[config.mk]
export PLATFORM = sky130hd
export DESIGN_NAME = axi_lite_master_param_flat
export DESIGN_NICKNAME = d
export VERILOG_FILES = /design/src/rtl/axi_lite_master_param_if.sv /design/src/rtl/axi_lite_master_param.sv /design/src/flat_wrapper.sv
export SDC_FILE = /design/constraint.sdc
export NUM_CORES = 1
export LEC_CHECK = 0
export BUFFER_PORTS_ARGS = -buffer_cell sky130_fd_sc_hd__buf_2
export CORE_MARGIN = 8
export CORE_UTILIZATION = 51
export DETAILED_ROUTE_END_ITERATION = 10
export PLACE_DENSITY = 0.79
export REMOVE_ABC_BUFFERS = 1
export SLEW_MARGIN = 10
export SYNTH_ARGS = -nofsm -noshare
export SYNTH_HDL_FRONTEND = slang
export SYNTH_SLANG_ARGS = --single-unit
[constraint.sdc]
create_clock -name aclk -period 9.1 [get_ports aclk]
set_clock_uncertainty 0.05 [all_clocks]
set_input_delay 1.365 -clock aclk [delete_from_list [all_inputs] [get_ports aclk]]
set_output_delay 1.365 -clock aclk [all_outputs]
set_load 0.1 [all_outputs]
[src/rtl/axi_lite_master_param_if.sv]
// AXI4-Lite bus bundle shared by the parametrised master and its slave/interconnect.
interface axi_lite_master_param_if #(
    parameter int ADDR_W = 32,
    parameter int DATA_W = 32
);
    logic [ADDR_W-1:0]   awaddr;
    logic                awvalid;
    logic                awready;
    logic [DATA_W-1:0]   wdata;
    logic [DATA_W/8-1:0] wstrb;
    logic                wvalid;
    logic                wready;
    logic [1:0]          bresp;
    logic                bvalid;
    logic                bready;
    logic [ADDR_W-1:0]   araddr;
    logic                arvalid;
    logic                arready;
    logic [DATA_W-1:0]   rdata;
    logic [1:0]          rresp;
    logic                rvalid;
    logic                rready;

    modport master (
        output awaddr, awvalid, wdata, wstrb, wvalid, bready, araddr, arvalid, rready,
        input  awready, wready, bresp, bvalid, arready, rdata, rresp, rvalid
    );

    modport slave (
        input  awaddr, awvalid, wdata, wstrb, wvalid, bready, araddr, arvalid, rready,
        output awready, wready, bresp, bvalid, arready, rdata, rresp, rvalid
    );
endinterface

[src/rtl/axi_lite_master_param.sv]
// Parametrised AXI4-Lite master: one-deep write/read request buffers, alternating
// arbitration when both are pending, independent AW/W handshakes, handshake timeout.
module axi_lite_master_param #(
    parameter int ADDR_W  = 32,
    parameter int DATA_W  = 32,   // 32 or 64
    parameter int TIMEOUT = 256   // 0 disables the timeout
) (
    input  logic                aclk,
    input  logic                areset,
    input  logic                wr_go,
    input  logic                rd_go,
    input  logic [ADDR_W-1:0]   waddr,
    input  logic [ADDR_W-1:0]   raddr,
    input  logic [DATA_W-1:0]   w_data,
    input  logic [DATA_W/8-1:0] w_strb,
    output logic                wr_done,
    output logic [1:0]          wr_resp,
    output logic                rd_done,
    output logic [DATA_W-1:0]   rd_data,
    output logic [1:0]          rd_resp,
    output logic                busy,
    output logic                timeout_err,
    axi_lite_master_param_if.master axi
);
    localparam logic [2:0] IDLE    = 3'd0;
    localparam logic [2:0] WR_AW_W = 3'd1;
    localparam logic [2:0] WR_B    = 3'd2;
    localparam logic [2:0] RD_AR   = 3'd3;
    localparam logic [2:0] RD_R    = 3'd4;

    localparam int CNT_W = $clog2(TIMEOUT + 2);
    localparam logic [CNT_W-1:0] CNT_LAST = CNT_W'((TIMEOUT > 0) ? TIMEOUT - 1 : 0);

    logic [2:0]          state;
    logic                wr_pend, rd_pend, pri_rd;
    logic [ADDR_W-1:0]   wa_buf, ra_buf, act_addr;
    logic [DATA_W-1:0]   wd_buf, act_data;
    logic [DATA_W/8-1:0] ws_buf, act_strb;
    logic                aw_done, w_done;
    logic [CNT_W-1:0]    cnt;
    logic                aw_hs, w_hs, b_hs, ar_hs, r_hs, any_hs, tmo, pick_rd;

    // The active transaction is copied out of the buffer so a new go can refill
    // the buffer without disturbing the address/data on the bus.
    assign axi.awaddr  = act_addr;
    assign axi.araddr  = act_addr;
    assign axi.wdata   = act_data;
    assign axi.wstrb   = act_strb;
    assign axi.awvalid = (state == WR_AW_W) && !aw_done;
    assign axi.wvalid  = (state == WR_AW_W) && !w_done;
    assign axi.bready  = (state == WR_B);
    assign axi.arvalid = (state == RD_AR);
    assign axi.rready  = (state == RD_R);

    assign aw_hs   = axi.awvalid && axi.awready;
    assign w_hs    = axi.wvalid && axi.wready;
    assign b_hs    = axi.bvalid && axi.bready;
    assign ar_hs   = axi.arvalid && axi.arready;
    assign r_hs    = axi.rvalid && axi.rready;
    assign any_hs  = aw_hs || w_hs || b_hs || ar_hs || r_hs;
    assign tmo     = (TIMEOUT != 0) && (state != IDLE) && !any_hs && (cnt == CNT_LAST);
    assign pick_rd = rd_pend && (!wr_pend || pri_rd);
    assign busy    = (state != IDLE) || wr_pend || rd_pend;

    always_ff @(posedge aclk or posedge areset) begin
        if (areset) begin
            state       <= IDLE;
            wr_pend     <= 1'b0;
            rd_pend     <= 1'b0;
            pri_rd      <= 1'b0;
            wa_buf      <= '0;
            ra_buf      <= '0;
            wd_buf      <= '0;
            ws_buf      <= '0;
            act_addr    <= '0;
            act_data    <= '0;
            act_strb    <= '0;
            aw_done     <= 1'b0;
            w_done      <= 1'b0;
            cnt         <= '0;
            wr_done     <= 1'b0;
            wr_resp     <= 2'b00;
            rd_done     <= 1'b0;
            rd_data     <= '0;
            rd_resp     <= 2'b00;
            timeout_err <= 1'b0;
        end else begin
            wr_done     <= 1'b0;
            rd_done     <= 1'b0;
            timeout_err <= 1'b0;
            cnt         <= (state == IDLE || any_hs) ? '0 : cnt + 1'b1;

            if (wr_go && !wr_pend) begin
                wr_pend <= 1'b1;
                wa_buf  <= waddr;
                wd_buf  <= w_data;
                ws_buf  <= w_strb;
            end
            if (rd_go && !rd_pend) begin
                rd_pend <= 1'b1;
                ra_buf  <= raddr;
            end

            if (tmo) begin
                state       <= IDLE;
                timeout_err <= 1'b1;
                if (state == RD_AR || state == RD_R) begin
                    rd_done <= 1'b1;
                    rd_resp <= 2'b10;
                end else begin
                    wr_done <= 1'b1;
                    wr_resp <= 2'b10;
                end
            end else begin
                case (state)
                    IDLE: if (wr_pend || rd_pend) begin
                        if (wr_pend && rd_pend) pri_rd <= !pri_rd;
                        if (pick_rd) begin
                            state    <= RD_AR;
                            rd_pend  <= 1'b0;
                            act_addr <= ra_buf;
                        end else begin
                            state    <= WR_AW_W;
                            wr_pend  <= 1'b0;
                            act_addr <= wa_buf;
                            act_data <= wd_buf;
                            act_strb <= ws_buf;
                            aw_done  <= 1'b0;
                            w_done   <= 1'b0;
                        end
                    end
                    WR_AW_W: begin
                        if (aw_hs) aw_done <= 1'b1;
                        if (w_hs)  w_done  <= 1'b1;
                        if ((aw_done || aw_hs) && (w_done || w_hs)) state <= WR_B;
                    end
                    WR_B: if (b_hs) begin
                        wr_resp <= axi.bresp;
                        wr_done <= 1'b1;
                        state   <= IDLE;
                    end
                    RD_AR: if (ar_hs) state <= RD_R;
                    RD_R: if (r_hs) begin
                        rd_data <= axi.rdata;
                        rd_resp <= axi.rresp;
                        rd_done <= 1'b1;
                        state   <= IDLE;
                    end
                    default: state <= IDLE;
                endcase
            end
        end
    end
endmodule

[src/flat_wrapper.sv]
// flat-port wrapper written by rule: the top's interface ports become plain ports
module axi_lite_master_param_flat 
#(
    parameter int ADDR_W  = 32,
    parameter int DATA_W  = 32,              
    parameter int TIMEOUT = 256                            
)
  (aclk, areset, wr_go, rd_go, waddr, raddr, w_data, w_strb, wr_done, wr_resp, rd_done, rd_data, rd_resp, busy, timeout_err, axi_awaddr, axi_awvalid, axi_wdata, axi_wstrb, axi_wvalid, axi_bready, axi_araddr, axi_arvalid, axi_rready, axi_awready, axi_wready, axi_bresp, axi_bvalid, axi_arready, axi_rdata, axi_rresp, axi_rvalid);
  axi_lite_master_param_if #(.ADDR_W(ADDR_W), .DATA_W(DATA_W)) axi_i ();
  input  logic aclk;
  input  logic areset;
  input  logic wr_go;
  input  logic rd_go;
  input  logic [ADDR_W-1:0] waddr;
  input  logic [ADDR_W-1:0] raddr;
  input  logic [DATA_W-1:0] w_data;
  input  logic [DATA_W/8-1:0] w_strb;
  output logic wr_done;
  output logic [1:0] wr_resp;
  output logic rd_done;
  output logic [DATA_W-1:0] rd_data;
  output logic [1:0] rd_resp;
  output logic busy;
  output logic timeout_err;
  output wire logic [$bits(axi_i.awaddr)-1:0] axi_awaddr;
  output wire logic [$bits(axi_i.awvalid)-1:0] axi_awvalid;
  output wire logic [$bits(axi_i.wdata)-1:0] axi_wdata;
  output wire logic [$bits(axi_i.wstrb)-1:0] axi_wstrb;
  output wire logic [$bits(axi_i.wvalid)-1:0] axi_wvalid;
  output wire logic [$bits(axi_i.bready)-1:0] axi_bready;
  output wire logic [$bits(axi_i.araddr)-1:0] axi_araddr;
  output wire logic [$bits(axi_i.arvalid)-1:0] axi_arvalid;
  output wire logic [$bits(axi_i.rready)-1:0] axi_rready;
  input wire logic [$bits(axi_i.awready)-1:0] axi_awready;
  input wire logic [$bits(axi_i.wready)-1:0] axi_wready;
  input wire logic [$bits(axi_i.bresp)-1:0] axi_bresp;
  input wire logic [$bits(axi_i.bvalid)-1:0] axi_bvalid;
  input wire logic [$bits(axi_i.arready)-1:0] axi_arready;
  input wire logic [$bits(axi_i.rdata)-1:0] axi_rdata;
  input wire logic [$bits(axi_i.rresp)-1:0] axi_rresp;
  input wire logic [$bits(axi_i.rvalid)-1:0] axi_rvalid;
  assign axi_awaddr = axi_i.awaddr;
  assign axi_awvalid = axi_i.awvalid;
  assign axi_wdata = axi_i.wdata;
  assign axi_wstrb = axi_i.wstrb;
  assign axi_wvalid = axi_i.wvalid;
  assign axi_bready = axi_i.bready;
  assign axi_araddr = axi_i.araddr;
  assign axi_arvalid = axi_i.arvalid;
  assign axi_rready = axi_i.rready;
  assign axi_i.awready = axi_awready;
  assign axi_i.wready = axi_wready;
  assign axi_i.bresp = axi_bresp;
  assign axi_i.bvalid = axi_bvalid;
  assign axi_i.arready = axi_arready;
  assign axi_i.rdata = axi_rdata;
  assign axi_i.rresp = axi_rresp;
  assign axi_i.rvalid = axi_rvalid;
  axi_lite_master_param #(.ADDR_W(ADDR_W), .DATA_W(DATA_W), .TIMEOUT(TIMEOUT)) u_core (.aclk(aclk), .areset(areset), .wr_go(wr_go), .rd_go(rd_go), .waddr(waddr), .raddr(raddr), .w_data(w_data), .w_strb(w_strb), .wr_done(wr_done), .wr_resp(wr_resp), .rd_done(rd_done), .rd_data(rd_data), .rd_resp(rd_resp), .busy(busy), .timeout_err(timeout_err), .axi(axi_i));
endmodule
==> results.py <==
metrics = {
    "yosys": {
        "yosysUniqueCellTypes": 48,
        "async_flop_share_pct": 100,
        "avgSynthCellArea_um2": 12.8,
        "synth-edff-count": 0,
        "netlist_area_um2": 9220,
        "postSynthCellCount": 720,
        "synth_warnings": 0,
        "yosysSeqAreaShare_pct": 60.8,
        "synth-seq-cells": 224,
        "synth_flop_cell": "dfrtp_1",
    },
    "cells_and_area": {
        "layout.nets": 1116,
        "fillers": 1390,
        "drive_gt1_share_pct": 44.8,
        "layout_common_cells": "289 x buf_2, 224 x dfrtp_1, 141 x nand2_1",
        "syn_to_final_growth_pct": 22.6,
        "final_common_cell": "buf_2",
    },
    "die": {
        "die_w_um": 150,
        "die_area_um2": 22600,
        "core_area_um2": 17800,
        "die_height_um": 150,
        "fp-row-count": 49,
        "ioPinCount": 290,
        "start_util_pct": 51.7,
    },
    "cts": {
        "postCtsHoldBufs": 0,
        "cts_buffers": 23,
        "cts_root_buffer": "clkbuf_16",
        "path_clk_slew_ns": 0.06,
        "cts.sinks": 224,
        "cts_tree": "yes",
        "post_cts_buffers": 0,
        "post_cts_resized": 0,
        "clock_path_buffers": 3,
        "clkLatencyLatePin_ns": 0.49,
        "cts-htree-levels": 1,
    },
    "placed_design": {
        "port_buffers": 289,
        "dpl.hpwl_mm": 15.0,
        "routabilityCongestion": 0.803,
    },
    "timing": {
        "finalCriticalPeriod_ns": 3.64,
        "hold_viol": 0,
        "finalSetupViolations": 0,
        "fin_tns_setup_ns": 0,
        "relSlewSlack_pct": 27.8,
        "drv_slew": 0,
        "timing.fmax_mhz": 274,
        "worst-slew-pin-transition_ns": 1.08,
        "rsz0062_at_grt": "false",
        "post-route-period-util_pct": 40.0,
    },
    "grt": {
        "grt.total_usage_pct": 18.5,
        "antenna_found_initial": 2,
        "grt_pass1_wl_mm": 33.6,
        "grt_max_degree": 152,
        "first_global_vias": 6555,
        "grt_overflow": 0,
    },
    "setup_path": {
        "crit_required_ns": 7.69,
        "r2r_end": "u_core.axi.wstrb[3]$_DFFE_PP0P_",
        "cp_max_fo": 15,
        "worstPathArrival_ns": 2.23,
        "regToRegStartpoint": "u_core.state[0]$_DFFE_PP0P_",
        "critPathCaptureType": "output port",
        "reg2reg_depth": 5,
        "reg2reg_slack_ns": 6.76,
        "cp-start-kind": "flop",
        "path_class": "reg2out",
    },
    "outcome": {
        "status": "complete, no violations",
    },
    "min_path": {
        "hold-path-endpoint": "u_core.rd_data[10]$_DFFE_PP0P_",
        "min_path_type": "reg2reg",
        "min-delay-start": "u_core.rd_data[10]$_DFFE_PP0P_",
        "min_delay_path_depth": 2,
    },
    "route": {
        "firstDrtPassIters": 4,
        "wire_per_inst_um": 17.7,
        "route.detailed.drc": 0,
        "ant_nets": 0,
        "viasPerCell": 5.03,
        "drtIter0Drc": 280,
        "num_vias": 6117,
        "routed_wl_mm": 21.5,
    },
    "job": {
        "maxCapViolations": 0,
    },
}
[flip-flops by register name, indices dropped and copies added, names as in the netlist]
signal / count
u_core.ws_buf: 4
u_core.w_done: 1
u_core.axi.wdata: 32
u_core.wa_buf: 32
u_core.wr_pend: 1
u_core.axi.wstrb: 4
u_core.rd_done: 1
u_core.rd_data: 32
u_core.aw_done: 1
u_core.wr_done: 1
u_core.ra_buf: 32
u_core.rd_resp: 2
u_core.wr_resp: 2
u_core.wd_buf: 32
u_core.axi.araddr: 32
u_core.rd_pend: 1
u_core.cnt: 9
u_core.pri_rd: 1
u_core.state: 3
u_core.timeout_err: 1
[cell type report]
cell class                 instances  area (µm²)  area share [%]
timing repair buffer             293        1480            13.1
antenna                            3        7.51          0.0664
multi-input combinational        417        3140            27.8
clock buffer                      36         694            6.14
clock inverter                     5        50.0           0.443
inverter                          10        45.0           0.398
tap                              229         287            2.53
sequential                       224        5610            49.6
[how the worst max path moves through the flow]
stage                                startpoint  slack, ns  cells past startpoint                                to
global placement                         areset       5.82                      3  u_core.axi.wdata[18]$_DFFE_PP0P_
finish              u_core.state[0]$_DFFE_PP0P_       5.46                      3                       axi_awvalid
global route        u_core.state[0]$_DFFE_PP0P_       5.31                      3                       axi_awvalid
detailed placement                       areset       5.78                      3     u_core.wd_buf[18]$_DFFE_PP0P_
CTS                 u_core.state[0]$_DFFE_PP0P_       5.45                      3                       axi_awvalid
floorplan                                areset       1.55                      1        u_core.aw_done$_DFFE_PP0P_
[per-layer routing]
| metal | up-vias | GRT usage [%] | part of all wire (%) |
|---|---|---|---|
| met5 | - | 0 | 0.046 |
| met4 | 2 | 5.35 | 1.7 |
| met3 | 33 | 4.33 | 7.0 |
| met2 | 184 | 32.1 | 51 |
| met1 | 3005 | 22.7 | 40 |
| li1 | 2893 | - | - |
[stage by stage]
step | worst slack [ns] | hold WS (ns) | util (%) | instances | cell area (µm²)
final | 5.46 | 0.418 | 63.4 | 1217 | 11300
after global routing | 5.31 | 0.438 | 63.3 | 1215 | 11300
after CTS | 5.45 | 0.422 | 63.3 | 1214 | 11300
after detailed placement | 5.78 | 0.408 | 59.1 | 1173 | 10600
after global placement | 5.82 | 0.404 | 59.1 | 1173 | 10600
after floorplan | 1.55 | 0.396 | - | 651 | 8750
[synth_stat cells, types with 2 or more instances]
library cell | instances | share of area (%)
a32o_1 | 2 | 0.22
mux2_1 | 38 | 4.6
buf_2 | 16 | 0.87
a21oi_1 | 2 | 0.11
nor2_1 | 13 | 0.53
nor2b_1 | 5 | 0.34
nand3_1 | 4 | 0.22
clkbuf_1 | 8 | 0.33
buf_6 | 6 | 0.73
o21ai_0 | 34 | 1.8
inv_1 | 6 | 0.24
ha_1 | 2 | 0.27
mux2_2 | 98 | 12
mux2i_1 | 35 | 3.8
inv_2 | 4 | 0.16
nor3b_1 | 3 | 0.24
a21boi_1 | 2 | 0.16
xnor2_1 | 4 | 0.38
dfrtp_1 | 224 | 61
and2_1 | 3 | 0.20
buf_4 | 39 | 3.2
nand2_1 | 141 | 5.7
o2111ai_1 | 2 | 0.19
nand2b_1 | 3 | 0.20
xor2_1 | 3 | 0.29
[worst max-delay path, cell delays in order (launching register included)]
cell,delay [ns]
dfrtp_1,0.68
nor3b_1,0.44
nor2b_1,0.18
buf_2,0.44
[cells by family (layout without fill, tap and decap cells)]
logic type	after synthesis	count (layout)	share of synthesized area (%)
compound gates	54	54	3.61
xor+xnor	7	7	0.665
fa+ha+maj	2	2	0.271
buf+inv	79	344	5.51
flops	224	224	60.8
mux	171	171	20.4
other cells	0	3	0
simple gates	183	183	8.73
Power is not shown: default switching activity piles up to over one toggle a cycle in this logic, so the estimate is an artifact.
